===== src/rtl/sig_dump_ctrl_if.sv =====
// Bus bundle for the signature dump controller: data-bus snoop, memory
// read port, signature word stream and run status.
interface sig_dump_ctrl_if #(
    parameter int DATA_WIDTH = 32,
    parameter int ADDR_WIDTH = 32
);
    logic                    snoop_req_i;
    logic [DATA_WIDTH/8-1:0] snoop_we_i;
    logic [ADDR_WIDTH-1:0]   snoop_addr_i;
    logic [DATA_WIDTH-1:0]   snoop_wdata_i;
    logic                    rd_req_o;
    logic [ADDR_WIDTH-1:0]   rd_addr_o;
    logic                    rd_rvalid_i;
    logic [DATA_WIDTH-1:0]   rd_rdata_i;
    logic                    rd_err_i;
    logic                    sig_valid_o;
    logic [DATA_WIDTH-1:0]   sig_data_o;
    logic                    sig_ready_i;
    logic                    done_o;
    logic [1:0]              status_o;
    logic [ADDR_WIDTH-1:0]   word_cnt_o;

    // controller side
    modport master (
        input  snoop_req_i, snoop_we_i, snoop_addr_i, snoop_wdata_i,
        input  rd_rvalid_i, rd_rdata_i, rd_err_i, sig_ready_i,
        output rd_req_o, rd_addr_o, sig_valid_o, sig_data_o,
        output done_o, status_o, word_cnt_o
    );

    // harness side (core bus, SRAM read port, signature consumer)
    modport slave (
        output snoop_req_i, snoop_we_i, snoop_addr_i, snoop_wdata_i,
        output rd_rvalid_i, rd_rdata_i, rd_err_i, sig_ready_i,
        input  rd_req_o, rd_addr_o, sig_valid_o, sig_data_o,
        input  done_o, status_o, word_cnt_o
    );
endinterface


===== src/rtl/sig_dump_ctrl.sv =====
// Compliance-run controller: snoops core writes for the halt flag and the
// signature bounds, aborts on a cycle timeout, then reads the signature
// region back one word at a time and streams it out over valid/ready.
module sig_dump_ctrl #(
    parameter int                    DATA_WIDTH     = 32,
    parameter int                    ADDR_WIDTH     = 32,
    parameter logic [ADDR_WIDTH-1:0] HALT_ADDR      = 32'h001F_FFF4,
    parameter logic [ADDR_WIDTH-1:0] SIG_END_ADDR   = 32'h001F_FFF8,
    parameter logic [ADDR_WIDTH-1:0] SIG_START_ADDR = 32'h001F_FFFC,
    parameter int unsigned           TIMEOUT        = 1000000,
    parameter int                    CNT_WIDTH      = 32
) (
    input logic             clk_i,
    input logic             rstn_i,
    sig_dump_ctrl_if.master bus
);
    localparam logic [ADDR_WIDTH-1:0] STEP    = ADDR_WIDTH'(DATA_WIDTH / 8);
    localparam logic [CNT_WIDTH-1:0]  TO_LAST = (TIMEOUT == 0) ? '0 : CNT_WIDTH'(TIMEOUT - 1);

    typedef enum logic [2:0] {S_RUN, S_FETCH, S_WAIT, S_OUT, S_DONE} state_t;

    state_t                state;
    logic [CNT_WIDTH-1:0]  cnt;
    logic [ADDR_WIDTH-1:0] sig_start;
    logic [ADDR_WIDTH-1:0] sig_end;
    logic [ADDR_WIDTH-1:0] ptr;
    logic [ADDR_WIDTH-1:0] ptr_inc;
    logic [ADDR_WIDTH-1:0] wdata_aligned;
    logic [ADDR_WIDTH-1:0] start_nxt;
    logic [ADDR_WIDTH-1:0] end_nxt;
    logic                  wr;
    logic                  halt_ev;
    logic                  to_ev;

    // only full-word writes count; partial-byte stores are ignored
    assign wr            = bus.snoop_req_i && (&bus.snoop_we_i);
    assign wdata_aligned = ADDR_WIDTH'(bus.snoop_wdata_i) & ~ADDR_WIDTH'(3);
    assign halt_ev       = wr && (bus.snoop_addr_i == HALT_ADDR) && bus.snoop_wdata_i[0];
    assign to_ev         = (TIMEOUT != 0) && (cnt == TO_LAST);
    assign ptr_inc       = ptr + STEP;

    // bound registers as they will be after this edge, so a halt seen in the
    // same cycle as a bound write dumps with the new value
    always_comb begin
        start_nxt = sig_start;
        end_nxt   = sig_end;
        if (wr && bus.snoop_addr_i == SIG_START_ADDR) start_nxt = wdata_aligned;
        if (wr && bus.snoop_addr_i == SIG_END_ADDR)   end_nxt   = wdata_aligned;
    end

    // run / fetch / wait / output / done sequencer with registered outputs
    always_ff @(posedge clk_i or negedge rstn_i) begin
        if (!rstn_i) begin
            state           <= S_RUN;
            cnt             <= '0;
            sig_start       <= '0;
            sig_end         <= '0;
            ptr             <= '0;
            bus.rd_req_o    <= 1'b0;
            bus.rd_addr_o   <= '0;
            bus.sig_valid_o <= 1'b0;
            bus.sig_data_o  <= '0;
            bus.done_o      <= 1'b0;
            bus.status_o    <= 2'b00;
            bus.word_cnt_o  <= '0;
        end else begin
            case (state)
                S_RUN: begin
                    cnt       <= cnt + CNT_WIDTH'(1);
                    sig_start <= start_nxt;
                    sig_end   <= end_nxt;
                    if (halt_ev || to_ev) begin
                        // halt takes precedence over a coincident timeout
                        bus.status_o <= halt_ev ? 2'b01 : 2'b10;
                        ptr          <= start_nxt;
                        if (start_nxt >= end_nxt) begin
                            bus.done_o <= 1'b1;
                            state      <= S_DONE;
                        end else begin
                            bus.rd_req_o  <= 1'b1;
                            bus.rd_addr_o <= start_nxt;
                            state         <= S_FETCH;
                        end
                    end
                end
                S_FETCH: begin
                    bus.rd_req_o <= 1'b0;
                    state        <= S_WAIT;
                end
                S_WAIT: begin
                    if (bus.rd_err_i) begin
                        bus.status_o <= 2'b11;
                        bus.done_o   <= 1'b1;
                        state        <= S_DONE;
                    end else if (bus.rd_rvalid_i) begin
                        bus.sig_data_o  <= bus.rd_rdata_i;
                        bus.sig_valid_o <= 1'b1;
                        state           <= S_OUT;
                    end
                end
                S_OUT: begin
                    if (bus.sig_ready_i) begin
                        bus.sig_valid_o <= 1'b0;
                        bus.word_cnt_o  <= bus.word_cnt_o + ADDR_WIDTH'(1);
                        ptr             <= ptr_inc;
                        if (ptr_inc >= sig_end) begin
                            bus.done_o <= 1'b1;
                            state      <= S_DONE;
                        end else begin
                            bus.rd_req_o  <= 1'b1;
                            bus.rd_addr_o <= ptr_inc;
                            state         <= S_FETCH;
                        end
                    end
                end
                S_DONE: ;
                default: state <= S_RUN;
            endcase
        end
    end
endmodule


===== src/flat_wrapper.sv =====
// flat-port wrapper written by rule: the top's interface ports become plain ports
module sig_dump_ctrl_flat 
#(
    parameter int                    DATA_WIDTH     = 32,
    parameter int                    ADDR_WIDTH     = 32,
    parameter logic [ADDR_WIDTH-1:0] HALT_ADDR      = 32'h001F_FFF4,
    parameter logic [ADDR_WIDTH-1:0] SIG_END_ADDR   = 32'h001F_FFF8,
    parameter logic [ADDR_WIDTH-1:0] SIG_START_ADDR = 32'h001F_FFFC,
    parameter int unsigned           TIMEOUT        = 1000000,
    parameter int                    CNT_WIDTH      = 32
)
  (clk_i, rstn_i, bus_snoop_req_i, bus_snoop_we_i, bus_snoop_addr_i, bus_snoop_wdata_i, bus_rd_rvalid_i, bus_rd_rdata_i, bus_rd_err_i, bus_sig_ready_i, bus_rd_req_o, bus_rd_addr_o, bus_sig_valid_o, bus_sig_data_o, bus_done_o, bus_status_o, bus_word_cnt_o);
  sig_dump_ctrl_if #(.DATA_WIDTH(DATA_WIDTH), .ADDR_WIDTH(ADDR_WIDTH)) bus_i ();
  input logic clk_i;
  input logic rstn_i;
  input wire logic [$bits(bus_i.snoop_req_i)-1:0] bus_snoop_req_i;
  input wire logic [$bits(bus_i.snoop_we_i)-1:0] bus_snoop_we_i;
  input wire logic [$bits(bus_i.snoop_addr_i)-1:0] bus_snoop_addr_i;
  input wire logic [$bits(bus_i.snoop_wdata_i)-1:0] bus_snoop_wdata_i;
  input wire logic [$bits(bus_i.rd_rvalid_i)-1:0] bus_rd_rvalid_i;
  input wire logic [$bits(bus_i.rd_rdata_i)-1:0] bus_rd_rdata_i;
  input wire logic [$bits(bus_i.rd_err_i)-1:0] bus_rd_err_i;
  input wire logic [$bits(bus_i.sig_ready_i)-1:0] bus_sig_ready_i;
  output wire logic [$bits(bus_i.rd_req_o)-1:0] bus_rd_req_o;
  output wire logic [$bits(bus_i.rd_addr_o)-1:0] bus_rd_addr_o;
  output wire logic [$bits(bus_i.sig_valid_o)-1:0] bus_sig_valid_o;
  output wire logic [$bits(bus_i.sig_data_o)-1:0] bus_sig_data_o;
  output wire logic [$bits(bus_i.done_o)-1:0] bus_done_o;
  output wire logic [$bits(bus_i.status_o)-1:0] bus_status_o;
  output wire logic [$bits(bus_i.word_cnt_o)-1:0] bus_word_cnt_o;
  assign bus_i.snoop_req_i = bus_snoop_req_i;
  assign bus_i.snoop_we_i = bus_snoop_we_i;
  assign bus_i.snoop_addr_i = bus_snoop_addr_i;
  assign bus_i.snoop_wdata_i = bus_snoop_wdata_i;
  assign bus_i.rd_rvalid_i = bus_rd_rvalid_i;
  assign bus_i.rd_rdata_i = bus_rd_rdata_i;
  assign bus_i.rd_err_i = bus_rd_err_i;
  assign bus_i.sig_ready_i = bus_sig_ready_i;
  assign bus_rd_req_o = bus_i.rd_req_o;
  assign bus_rd_addr_o = bus_i.rd_addr_o;
  assign bus_sig_valid_o = bus_i.sig_valid_o;
  assign bus_sig_data_o = bus_i.sig_data_o;
  assign bus_done_o = bus_i.done_o;
  assign bus_status_o = bus_i.status_o;
  assign bus_word_cnt_o = bus_i.word_cnt_o;
  sig_dump_ctrl #(.DATA_WIDTH(DATA_WIDTH), .ADDR_WIDTH(ADDR_WIDTH), .HALT_ADDR(HALT_ADDR), .SIG_END_ADDR(SIG_END_ADDR), .SIG_START_ADDR(SIG_START_ADDR), .TIMEOUT(TIMEOUT), .CNT_WIDTH(CNT_WIDTH)) u_core (.clk_i(clk_i), .rstn_i(rstn_i), .bus(bus_i));
endmodule

===== config.mk =====
export PLATFORM = sky130hd
export DESIGN_NAME = sig_dump_ctrl_flat
export DESIGN_NICKNAME = d
export VERILOG_FILES = /design/src/rtl/sig_dump_ctrl_if.sv /design/src/rtl/sig_dump_ctrl.sv /design/src/flat_wrapper.sv
export SDC_FILE = /design/constraint.sdc
export NUM_CORES = 1
export LEC_CHECK = 0
export CAP_MARGIN = 20
export CELL_PAD_IN_SITES_DETAIL_PLACEMENT = 0
export CELL_PAD_IN_SITES_GLOBAL_PLACEMENT = 2
export CORE_MARGIN = 8
export CORE_UTILIZATION = 38
export DETAILED_ROUTE_END_ITERATION = 6
export GPL_TIMING_DRIVEN = 0
export PLACE_DENSITY_LB_ADDON = 0.15
export RECOVER_POWER = 100
export SYNTH_ARGS = -nofsm -noshare
export SYNTH_HDL_FRONTEND = slang
export SYNTH_SLANG_ARGS = --single-unit

===== constraint.sdc =====
create_clock -name clk_i -period 6.1 [get_ports clk_i]
set_input_delay 0.915 -clock clk_i [delete_from_list [all_inputs] [get_ports clk_i]]
set_output_delay 0.915 -clock clk_i [all_outputs]
set_load 0.05 [all_outputs]

# Word level (Yosys, flattened, before mapping)
# Index checks and enable logic that the tools add are counted.
# word_totals
ff_bits	232
input_bits	106
out_inout_bits	101
elab_cells	95
# op_classes
n_mux	36
bitwise	2
magnitude_cmp	2
n_eq_ne	18
addsub	3
n_reduce_logical	22
# op_table
operator	n
2-to-1 mux 32 bit	8
one-hot mux 32 bit (2 select lines)	2
equality test 32 x 21 -> 1 bit, second input constant	3
adder 32 x 1 -> 32 bit, second input constant	2
>= comparator 32 bit	2
adder 32 x 3 -> 32 bit, second input constant	1
equality test 32 x 20 -> 1 bit, second input constant	1
2-to-1 mux 3 bit	6
one-hot mux 3 bit (5 select lines)	1
2-to-1 mux 1 bit	12
inequality test 2 bit, second input constant	6
AND reduction 4 bit	3
AND reduction 5 bit	2
AND reduction 3 bit	3
equality test 3 x 2 -> 1 bit, second input constant	2
2-to-1 mux 2 bit	3
inequality test 2 x 1 -> 1 bit, second input constant	3
one-hot mux 1 bit (3 select lines)	2
AND reduction 6 bit	1
nonzero test 2 bit	3
nonzero test 3 bit	2
logical AND 1 bit	5
one-hot mux 2 bit (2 select lines)	1
equality test 3 x 1 -> 1 bit, second input constant	1
7 further kinds	8

# Longest topological paths before layout
# Gate-level depths: netlist of the first run.
# depth
word_depth	8
ltp_mapped	16
depth_no_buf	14

# Least setup slack after synthesis of the first run
# OpenSTA, ideal clock, no wires.
# synth_timing
path_kind	input to register
start	in bus_snoop_addr_i[30]
end	reg u_core.bus.rd_addr_o[10]
setup_time_ns	0.125
t_required_ns	5.975
stages	16
slack_ns	1.374
path_buffers	2
t_arrival_ns	4.601
cell_sequence	nand4bb_1 > nor4_1 > and2_1 > nand3_1 > nor2_1 > buf_1 > mux2i_1 > ha_1 > a21o_1 > a221o_1 > a221oi_1 > o21ai_0 > a21oi_1 > o221ai_4 > buf_6 > mux2_4
# synth_between
elab_chain_cells	6
word_cells_on_any_way	17
cone_classes	order compare: 1; eq/ne: 5; mux: 5; reduce/logical: 6
# synth_rtl
element	line_no	source
start, declared	flat_wrapper.sv:18	input wire logic [$bits(bus_i.snoop_addr_i)-1:0] bus_snoop_addr_i;
equality test 32 x 21 -> 1 bit, on equally long branches	sig_dump_ctrl.sv:47, sig_dump_ctrl.sv:38, sig_dump_ctrl.sv:48	
logical AND 1 bit, on equally long branches	sig_dump_ctrl.sv:47, sig_dump_ctrl.sv:38, sig_dump_ctrl.sv:48	
2-to-1 mux 32 bit (tied with other cells)	sig_dump_ctrl.sv:47	if (wr && bus.snoop_addr_i == SIG_START_ADDR) start_nxt = wdata_aligned;
>= comparator 32 bit (tied with other cells)	sig_dump_ctrl.sv:76	if (start_nxt >= end_nxt) begin
inequality test 2 bit (no source line) (tied with other cells)	n/a	
AND reduction 5 bit (no source line) / one-hot mux 32 bit (2 select lines) (equally long branches)	n/a	
end signal, assigned	sig_dump_ctrl.sv:81	bus.rd_addr_o <= start_nxt;
end signal, assigned	sig_dump_ctrl.sv:111	bus.rd_addr_o <= ptr_inc;
end, declared	sig_dump_ctrl_if.sv:27	output rd_req_o, rd_addr_o, sig_valid_o, sig_data_o,
# Several ways; a longest one is shown, not always the timed one. The select of a mux whose other input is x is not followed.
# A chain may end at the register's enable or synchronous reset.

# Worst setup path after layout of the first run
# layout_timing
start	in bus_snoop_addr_i[26]
end	reg u_core.bus.rd_addr_o[13]
# The elaborated chain is that of the path after synthesis.

==> flow_summary.json, run 1 <==
{
  "gr-usage-all-layers": 0.170,
  "cellLeakagePower_nw": 7.91,
  "drtPass1Iterations": 5,
  "portBuffers": 205,
  "p_per_area_mw_per_mm2": 220,
  "r2r_start": "u_core.ptr[2]",
  "clk_pin_slew_ps": 60,
  "area_growth_pct": 27.9,
  "ys.flop_type": "dfrtp_1",
  "ys_warn_count": 0,
  "power.internal_mw": 2.70,
  "cts_buffer_depth": 3,
  "cts_tree": "done",
  "grt_pass1_vias": 9104,
  "violations": "capacitance limit, slew limit",
  "finalCriticalPeriod_ps": 5640,
  "grt_max_degree": 117,
  "h-tree-depth": 1,
  "sequentialPowerShare": 0.458,
  "drc_errors": 0,
  "diodes": 0,
  "gp_congestion": 0.836,
  "fp-row-count": 66,
  "crit_arrival_ps": 6060,
  "drt-initial-drc-count": 371,
  "finalWorstSetupSlack_ps": 458,
  "switching_share": 0.221,
  "async_flop_share": 1.00,
  "synth-edff-count": 0,
  "r2r-end": "u_core.bus.rd_addr_o[13]",
  "status": "finished, violations left",
  "rsz0062_at_grt": "false",
  "post_cts_buffers": 0,
  "timing.fmax_ghz": 0.177,
  "reg2reg_depth": 14,
  "clkPwrFrac": 0.497,
  "vias_per_cell": 5.06,
  "worstHoldPathCells": 1,
  "die_w_um": 196,
  "antenna_found_initial": 0,
  "final.period_utilization": 0.925,
  "grt_pass1_wl_um": 52500,
  "coreArea_mm2": 0.0322,
  "final_cell_mix": "dfrtp_1, mux2_2, nand2_1",
  "critPathCaptureType": "flip-flop",
  "cp.required_ps": 6520,
  "setup_viol": 0,
  "syn-instance-count": 1066,
  "die_h_um": 196,
  "cts_root_buf": "clkbuf_16",
  "nNetsFinal": 1477,
  "crit_type": "input pin to flip-flop",
  "cap_violations": 3,
  "r2r_setup_slack_ps": 1020,
  "vias": 8773,
  "syn_nets": 1239,
  "cts.sinks": 232,
  "stdcell_area_mm2": 0.0157,
  "routed_wl_um": 32800,
  "clock_latency_ps": 540,
  "min-delay-start": "u_core.bus.word_cnt_o[31]",
  "overflow": 0,
  "tightestPinTransition_ps": 2940,
  "dpl_worst_slack_ps": -287,
  "layout_commonest_cell": "dfrtp_1",
  "dieArea_mm2": 0.0384,
  "placed_cell_area_mm2": 0.0149,
  "syn_area_mm2": 0.0123,
  "ant_nets": 0,
  "finalHoldViolCount": 0,
  "routedWlPerCell_um": 18.9,
  "initial_core_util": 0.382,
  "crit_fanout": 10,
  "slew_violations": 237,
  "finalSetupTns_ps": 0,
  "final_util": 0.489,
  "critPathLaunchType": "input pin",
  "p_sw_mw": 0.765,
  "maxSlewHeadroom": -0.962,
  "cts_made_buffers": 29,
  "ys_seq_area_frac": 0.471,
  "n_fill_cell": 3027,
  "hp-class": "flip-flop to flip-flop",
  "synth-seq-cells": 232,
  "synth_area_per_cell_um2": 11.6,
  "io_pins": 207,
  "vdd_drop_max_uv": 188,
  "synth.distinct_cells": 54,
  "drive_gt1_frac": 0.146,
  "whs_endpoint": "u_core.bus.word_cnt_o[31]",
  "comb_power_share": 0.045,
  "dp_hpwl_um": 24600,
  "finalClockSkew_ps": 13.0
}
==> cell type report <==
| type | instances | area [um^2] | share of cell area |
|---|---|---|---|
| buffer | 31 | 144 | 0.00914 |
| clock buffer | 43 | 868 | 0.0551 |
| clock inverter | 9 | 97.6 | 0.00620 |
| inverter | 39 | 146 | 0.00930 |
| multi-input combinational | 764 | 6120 | 0.389 |
| sequential | 232 | 5810 | 0.369 |
| tap | 408 | 510 | 0.0324 |
| timing repair buffer | 207 | 2060 | 0.131 |
==> sequential cells by signal, summed over array words and instances, names as in the netlist, 2 cells and up <==
| signal | cells |
|---|---|
| u_core.bus.rd_addr_o | 32 |
| u_core.bus.sig_data_o | 32 |
| u_core.bus.status_o | 2 |
| u_core.bus.word_cnt_o | 32 |
| u_core.cnt | 32 |
| u_core.ptr | 32 |
| u_core.sig_end | 32 |
| u_core.sig_start | 32 |
| u_core.state | 3 |
==> per-layer routing <==
layer	GRT usage	vias to the layer above	wire length, um
met5	0	-	0
met3	0.0271	45	1230
li1	-	4267	-
met2	0.284	146	15700
met1	0.229	4315	15200
met4	0.0373	0	646
==> cells by family (layout without fill, tap and decap cells) <==
logic type,after synthesis,count (layout),synth area share
AND/OR/NAND/NOR,296,296,0.120
AO/OA/AOI/OAI,93,93,0.0477
multiplexers,218,218,0.205
buffers and inverters,70,329,0.0239
flip-flops,232,232,0.471
XOR/XNOR,90,90,0.0640
adder cells (fa/ha/maj),67,67,0.0681
==> power groups by stage <==
stage	Sequential (mW)	Combinational [mW]	Clock [mW]
after global routing	1.59	0.173	1.84
after detailed placement	1.61	0.165	0
after floorplan	1.61	0.0412	0
after CTS	1.59	0.166	1.78
after global placement	1.61	0.157	0
final	1.59	0.155	1.73
==> cell usage after synthesis (3+ instances only) <==
| cell | count | area share |
|---|---|---|
| clkbuf_1 | 14 | 0.0043 |
| and2_1 | 4 | 0.0020 |
| mux2_4 | 29 | 0.035 |
| ha_1 | 67 | 0.068 |
| o21ai_0 | 44 | 0.018 |
| mux2i_1 | 32 | 0.026 |
| a21o_1 | 3 | 0.0018 |
| dfrtp_1 | 232 | 0.47 |
| nand4_1 | 26 | 0.013 |
| a21oi_1 | 21 | 0.0085 |
| nand2_1 | 110 | 0.034 |
| buf_1 | 7 | 0.0021 |
| nand2b_1 | 5 | 0.0025 |
| nor2b_1 | 3 | 0.0015 |
| nor3_1 | 16 | 0.0065 |
| buf_6 | 3 | 0.0027 |
| nor2_1 | 39 | 0.012 |
| a211oi_1 | 5 | 0.0030 |
| nand3_1 | 38 | 0.015 |
| or3_1 | 4 | 0.0020 |
| xor2_1 | 25 | 0.018 |
| inv_1 | 39 | 0.012 |
| nor4b_1 | 4 | 0.0028 |
| mux2_1 | 16 | 0.015 |
| a221oi_1 | 3 | 0.0021 |
| buf_2 | 7 | 0.0028 |
| and4_1 | 7 | 0.0050 |
| xnor2_1 | 65 | 0.046 |
| nor4_1 | 5 | 0.0025 |
| mux2_2 | 141 | 0.13 |
| and3_1 | 21 | 0.011 |
==> worst max path at each step <==
| stage | start | to | slack [ps] | depth (start not counted) |
|---|---|---|---|---|
| floorplan | bus_snoop_addr_i[30] | u_core.bus.rd_addr_o[10] | 1370 | 16 |
| global placement | rstn_i | u_core.bus.sig_data_o[25] | -6630 | 1 |
| detailed placement | bus_snoop_addr_i[26] | u_core.bus.rd_addr_o[13] | -290 | 17 |
| CTS | bus_snoop_addr_i[26] | u_core.bus.rd_addr_o[13] | 280 | 17 |
| global route | bus_snoop_addr_i[30] | u_core.bus.rd_addr_o[10] | 30 | 17 |
| finish | bus_snoop_addr_i[26] | u_core.bus.rd_addr_o[13] | 460 | 17 |
==> through the flow <==
| step | hold slack (ps) | cells | power, mW |
|---|---|---|---|
| 2_1_floorplan | 434 | 1066 | 1.65 |
| 5_1_grt | 484 | 1733 | 3.60 |
| 3_3_place_gp | 453 | 1679 | 1.77 |
| 3_5_place_dp | 453 | 1681 | 1.78 |
| 4_1_cts | 217 | 1733 | 3.53 |
| 6_report | 462 | 1733 | 3.47 |
==> repair_timing <==
item                                    in CTS  in global routing
endpoints found under the setup margin       0                 23
hold buffers                                 0                  0
resized for setup                            0                  2
==> critical path: stages <==
cell and delay, ps:
clkdlybuf4s50_1 410, nand4bb_1 200, nor4_1 480, and2_0 230
nand3_1 140, nor2_1 210, clkbuf_1 770, mux2i_1 280
ha_1 270, a211oi_1 240, nor2_1 70, a211oi_1 380
o21ai_0 240, a21oi_1 420, o221ai_4 230, buf_6 240
mux2_1 330
Power figures use the tool's default switching activity.
==> run 2: changes to the inputs <==
CORE_UTILIZATION = 30   (was 38)
==> flow_summary.json, run 2 (synthesized netlist as in run 1, its figures left out) <==
{
  "status": "finished, violations left",
  "violations": "capacitance limit, slew limit",
  "instances_no_fill": 1859,
  "postCtsHoldBufs": 0,
  "diodes": 0,
  "wl_met2_um": 17100,
  "layout_commonest_cell": "dfrtp_1",
  "cts_resized": 0,
  "cp.required_ps": 6540,
  "finalWorstSetupSlack_ps": 359,
  "final_util": 0.394,
  "critPathCaptureType": "flip-flop",
  "r2r-end": "u_core.bus.rd_addr_o[8]",
  "cpMostUsedCell": "mux2_1",
  "r2r_setup_slack_ps": 970,
  "final_cell_mix": "dfrtp_1, mux2_2, nand2_1",
  "drive_gt1_frac": 0.148,
  "finalHoldViolCount": 0,
  "ant_nets": 0,
  "r2r_start": "u_core.ptr[2]",
  "placed_cell_area_mm2": 0.0151,
  "grt_pass1_wl_um": 55400,
  "reg2reg_depth": 14,
  "final.period_utilization": 0.941,
  "critPathLaunchType": "input pin",
  "finalClockSkew_ps": 18.4,
  "slowest_stage": "nor4_1",
  "cts_buffer_depth": 3,
  "routed_wl_um": 35400,
  "die_w_um": 219,
  "p_per_area_mw_per_mm2": 225,
  "n_fill_cell": 3973,
  "fp-row-count": 74,
  "crit_chain": "clkdlybuf4s50_1, nand4bb_1, nor4_1, nand4_1, clkbuf_1, mux2_1, ha_1, and2_0, a221o_1, a221oi_1, o21ai_0, a21oi_1, o221ai_2, buf_6, mux2_1",
  "drc_errors": 0,
  "coreArea_mm2": 0.0406,
  "io_pins": 207,
  "gr-usage-all-layers": 0.147,
  "drt-initial-drc-count": 368,
  "dp.cells": 1805,
  "grt_pass1_vias": 9373,
  "dr.max_layer_used": "met4",
  "gp_congestion": 0.780,
  "cts_made_buffers": 29,
  "worst_hold_slack_ps": 467,
  "post_cts_buffers": 0,
  "finalSetupTns_ps": 0,
  "whs_endpoint": "u_core.bus.done_o",
  "area_growth_pct": 29.9,
  "wl_met1_um": 16500,
  "cap_violations": 2,
  "crit_path_max_incr_delay_ps": 560,
  "setup_viol": 0,
  "timing.fmax_ghz": 0.174,
  "clock_latency_ps": 560,
  "stdcell_area_mm2": 0.0160,
  "routedWlPerCell_um": 19.1,
  "h-tree-depth": 1,
  "crit_type": "input pin to flip-flop",
  "cellLeakagePower_nw": 7.95,
  "finalCriticalPeriod_ps": 5740,
  "crit_fanout": 10,
  "nNetsFinal": 1478,
  "tightestPinTransition_ps": 3100,
  "dpl_worst_slack_ps": -573,
  "crit_arrival_ps": 6190,
  "cts_tree": "done",
  "cts.sinks": 232,
  "overflow": 0,
  "initial_core_util": 0.303,
  "portBuffers": 205,
  "total_power_mw": 3.60,
  "clk_pin_slew_ps": 60,
  "dr_wl_met3_um": 1270,
  "slew_violations": 129,
  "antenna_found_initial": 0,
  "vdd_drop_max_uv": 155,
  "dp_hpwl_um": 26400,
  "dieArea_mm2": 0.0478,
  "vias": 8821,
  "drtPass1Iterations": 6,
  "grt_max_degree": 107,
  "cts_root_buf": "clkbuf_16",
  "vias_per_cell": 4.75,
  "worstHoldPathCells": 2,
  "startpoint": "bus_snoop_addr_i[4]",
  "die_h_um": 219,
  "hp-class": "flip-flop to flip-flop",
  "min-delay-start": "u_core.bus.done_o",
  "maxSlewHeadroom": -1.06,
  "rsz0062_at_grt": "false"
}
[run 2: cell count changes in the layout (fill, tap and decap cells not counted), sizes merged]
cell      previous run  this run
clkinvlp             1         2
clkinv               6         1
inv                 39        40
buf                  9        11
bufinv               2         5
[run 2: report_power, final]
part           internal (mW)  switching (mW)  total (mW)
registers               1.56          0.0257        1.59
clock network           1.16           0.695        1.85
logic                 0.0852          0.0727       0.158
[run 2: how the worst max path moves through the flow]
stage	depth (start not counted)	to	slack, ps
final	15	u_core.bus.rd_addr_o[8]	360
after CTS	17	u_core.bus.rd_addr_o[11]	10
after global placement	1	u_core.bus.sig_data_o[24]	-7090
after floorplan	16	u_core.bus.rd_addr_o[10]	1370
after detailed placement	17	u_core.bus.rd_addr_o[3]	-570
after global routing	15	u_core.bus.rd_addr_o[8]	30
[run 2: area by class of cell]
cell class | instances | area (um^2) | area share
Inverter | 39 | 146 | 0.00915
Clock inverter | 9 | 179 | 0.0112
Timing Repair Buffer | 208 | 2080 | 0.130
Sequential cell | 232 | 5810 | 0.363
Tap cell | 532 | 666 | 0.0416
Buffer | 31 | 146 | 0.00915
Clock buffer | 44 | 842 | 0.0526
Multi-Input combinational cell | 764 | 6130 | 0.383
[run 2: per-layer routing]
| metal | global-route usage | vias up |
|---|---|---|
| met5 | 0 | - |
| met1 | 0.198 | 4382 |
| met3 | 0.0238 | 36 |
| met4 | 0.0305 | 0 |
| met2 | 0.245 | 125 |
| li1 | - | 4278 |
[run 2: worst max-delay path, delay by kind of cell]
kind | cells | cell delay, ps
AO/OA/AOI/OAI | 5 | 1470
AND/OR/NAND/NOR | 4 | 1400
buffers and inverters | 3 | 1290
multiplexers | 2 | 800
adder cells (fa/ha/maj) | 1 | 300
